**src/rtl/mux2to1_d_if.sv**
```systemverilog
// Bus bundle for the 2:1 mux: two data inputs, the select line and both outputs.
// The master drives the inputs; the slave (the mux) drives c and c_q.
interface mux2to1_d_if #(
    parameter int width = 64
);
    logic [width-1:0] a;
    logic [width-1:0] b;
    logic             sel;
    logic [width-1:0] c;
    logic [width-1:0] c_q;

    modport master (
        output a,
        output b,
        output sel,
        input  c,
        input  c_q
    );

    modport slave (
        input  a,
        input  b,
        input  sel,
        output c,
        output c_q
    );
endinterface

```
**src/rtl/mux2to1_d.sv**
```systemverilog
// 2:1 data-routing mux: combinational output c plus a registered copy c_q that
// clears asynchronously on rst. Basic selection primitive for wider mux trees.
module mux2to1_d #(
    parameter int width = 64
) (
    input  logic          clk,
    input  logic          rst,
    mux2to1_d_if.slave    bus
);
    logic [width-1:0] c_next;
    logic [width-1:0] c_q_reg;

    // Per-bit ?: keeps the standard X-merge behaviour when sel is unknown:
    // bits where a and b agree survive, differing bits go to X.
    for (genvar gi = 0; gi < width; gi++) begin : g_bit
        assign c_next[gi] = bus.sel ? bus.b[gi] : bus.a[gi];
    end

    always_ff @(posedge clk or posedge rst) begin
        if (rst) begin
            c_q_reg <= '0;
        end else begin
            c_q_reg <= c_next;
        end
    end

    assign bus.c   = c_next;
    assign bus.c_q = c_q_reg;
endmodule

```
**src/flat_wrapper.sv**
```systemverilog
// flat-port wrapper written by rule: the top's interface ports become plain ports
module mux2to1_d_flat 
#(
    parameter int width = 64
)
  (clk, rst, bus_a, bus_b, bus_sel, bus_c, bus_c_q);
  mux2to1_d_if #(.width(width)) bus_i ();
  input  logic clk;
  input  logic rst;
  input wire logic [$bits(bus_i.a)-1:0] bus_a;
  input wire logic [$bits(bus_i.b)-1:0] bus_b;
  input wire logic [$bits(bus_i.sel)-1:0] bus_sel;
  output wire logic [$bits(bus_i.c)-1:0] bus_c;
  output wire logic [$bits(bus_i.c_q)-1:0] bus_c_q;
  assign bus_i.a = bus_a;
  assign bus_i.b = bus_b;
  assign bus_i.sel = bus_sel;
  assign bus_c = bus_i.c;
  assign bus_c_q = bus_i.c_q;
  mux2to1_d #(.width(width)) u_core (.clk(clk), .rst(rst), .bus(bus_i));
endmodule
```
**config.mk**
```make
export PLATFORM = sky130hd
export DESIGN_NAME = mux2to1_d_flat
export DESIGN_NICKNAME = d
export VERILOG_FILES = /design/src/rtl/mux2to1_d_if.sv /design/src/rtl/mux2to1_d.sv /design/src/flat_wrapper.sv
export SDC_FILE = /design/constraint.sdc
export NUM_CORES = 1
export LEC_CHECK = 0
export ABC_AREA = 1
export CAP_MARGIN = 15
export CORE_AREA = 2 2 102 104
export CTS_BUF_LIST = sky130_fd_sc_hd__clkbuf_8
export DETAILED_ROUTE_END_ITERATION = 12
export DIE_AREA = 0 0 104 106
export HOLD_SLACK_MARGIN = 0.15
export PLACE_DENSITY = 0.79
export SYNTH_ARGS = -nofsm -noshare
export SYNTH_HDL_FRONTEND = slang
export SYNTH_SLANG_ARGS = --single-unit
```
**constraint.sdc**
```tcl
create_clock -name clk -period 6.4 [get_ports clk]
set_clock_uncertainty 0.2 [all_clocks]
set_input_delay 1.28 -clock clk [delete_from_list [all_inputs] [get_ports clk]]
set_output_delay 1.28 -clock clk [all_outputs]
set_load 0.05 [all_outputs]
```
==> flow_summary.ini <==
[timing]
fmax_mhz = 209
rsz0062_at_grt = false
fin_crit_ns = 4.78
finalSetupViolCount = 0
worstMarginPinSlew_ns = 1.07
period_share_pct = 74.7
hold_viol = 0
slew_viol_final = 0
maxSlewHeadroom_pct = 28.8
finalSetupTns_ns = 0
holdWs_ns = 1.29

[global_route]
grtUsageTotal_pct = 16.9
grt_pass1_wl_um = 14600
overflow = 0
antenna_found_initial = 0
grt_max_degree = 65
grt_pass1_vias = 2957

[yosys]
syn_inst = 271
synth_most_common_cell = nand2_1
syn-num-nets = 402
avgSynthCellArea_um2 = 9.04
synth_top_area_share_pct = 65.4
ys_warn_count = 0
syn_area_mm2 = 0.00245
ys_ff_latch = 64
synth_seq_area_share_pct = 65.4
synth_common_cells = nand2_1 (192), dfrtp_1 (64), buf_2 (6), clkbuf_8 (6)
ys.flop_type = dfrtp_1
yosys.area.top_type = dfrtp_1
synth_edf_count = 0
synth_area_leaders = dfrtp_1 (65%), nand2_1 (29%), clkbuf_8 (3.4%)
synth.distinct_cells = 7
synthArstFlopShare_pct = 100

[critical_path]
crit_path_end_kind = output pin
worstPathArrival_ns = 3.30
crit_chain = buf_2 -> inv_2 -> nand2_1 -> nand2_1 -> clkdlybuf4s50_1
slowest_delay_ns = 0.82
cp-start-kind = input port
crit_type = input port to output pin
worst_setup_path_endpoint = bus_c[58]
startpoint = bus_sel
crit_top_cell = nand2_1
critPathTopFamily = buffers and inverters
required_ns = 4.92
slowest_stage = clkdlybuf4s50_1
path_buf_inv = 3
crit_fanout = 64
cp_num_cells = 5

[power_and_ir_drop]
power_w = 0.00129
ir_drop_mv = 0.107
leakage_nw = 2.46
power.density_mw_per_mm2 = 244

[final_layout]
nNetsFinal = 660
largest_reg_flops = 64
final_layout_size_suffix_gt1_share_pct = 3.56
n_antenna_cell = 0
area_delta_synth_final_pct = 116

[clock_network]
cts_tree = built
postCtsSetupRepairBufs = 0
cts_resized = 0
h-tree-depth = 3
path_clk_slew_ns = 0.07
numCtsBuffers = 9
cts.sinks = 64
root_buffer = clkbuf_8
cts_buffer_depth = 2
cts_hold_repair.buffers = 0

[routing]
route.detailed.drc = 0
wl_per_cell_um = 14.2
drtIter0Drc = 135
viasPerCell = 4.21
drt-pass1-iter-count = 4
detail-route-antenna-nets = 0
wirelength_um = 9490
vias = 2822

[placed_design]
port-buffer-count = 258
place_hpwl_um = 7310
gp_congestion = 0.772

[job]
cap_violations = 0

[die]
rows = 37
initial_core_util_pct = 24.5
boundaryPins = 259
fp.dieW_um = 104
fp.dieH_um = 106
core-area_mm2 = 0.0100
die_area_mm2 = 0.0110

[status]
status = finished, final reports clean

[worst_hold_path]
min-delay-path-class = input port to flip-flop
[cell families after synthesis]
kind of cell           after synthesis  synth area share (%)
buffers and inverters               15                  5.21
flip-flops                          64                  65.4
AND/OR/NAND/NOR                    192                  29.4
[routing by layer]
metal | track usage (%) | part of all wire (%) | up-vias
met2 | 29.7 | 50 | 186
li1 | - | - | 1322
met1 | 18.2 | 38 | 1299
met4 | 8.01 | 2.1 | 0
met3 | 5.95 | 10 | 15
met5 | 0 | 0 | -
[power breakdown]
part	internal [W]	switching [W]
Clock	0.000197	0.000152
Sequential	0.000435	0.00000900
Combinational	0.000185	0.000314
Total	0.000817	0.000475
[how the worst min path moves through the flow]
| stage | from | to | cells after the start |
|---|---|---|---|
| 2_1_floorplan | bus_b[10] | u_core.bus.c_q[10] | 2 |
| 3_3_place_gp | bus_b[10] | u_core.bus.c_q[10] | 3 |
| 3_5_place_dp | bus_a[55] | u_core.bus.c_q[55] | 3 |
| 4_1_cts | bus_a[52] | u_core.bus.c_q[52] | 3 |
| 5_1_grt | bus_a[55] | u_core.bus.c_q[55] | 3 |
| 6_report | bus_a[30] | u_core.bus.c_q[30] | 3 |
[through the flow]
stage	util [%]	std cells	instance area, µm²	setup slack [ns]
after floorplan	-	271	2450	2.94
after global placement	50.9	654	5090	1.67
after detailed placement	50.9	654	5090	1.57
after CTS	52.9	670	5290	1.59
after global routing	52.9	670	5290	1.46
final	52.9	670	5290	1.62
[placed cells by master (no fill, tap or decap)]
master / Yosys / layout
buf_2: 6 / 1
buf_4: 1 / 2
bufinv_16: 0 / 1
clkbuf_8: 6 / 11
clkdlybuf4s50_1: 0 / 257
clkinv_2: 0 / 2
dfrtp_1: 64 / 64
inv_1: 1 / 2
inv_2: 1 / 2
nand2_1: 192 / 192
[layout make-up]
cell class                      instances  area, µm²
Clock inverter                          5       47.5
Timing Repair Buffer                  260       2590
Inverter                                2       7.51
Fill cell                             908       4710
Tap cell                              136        170
Multi-Input combinational cell        192        721
Sequential cell                        64       1600
Clock buffer                           11        151
No activity file was read; power rests on OpenSTA's default activity.
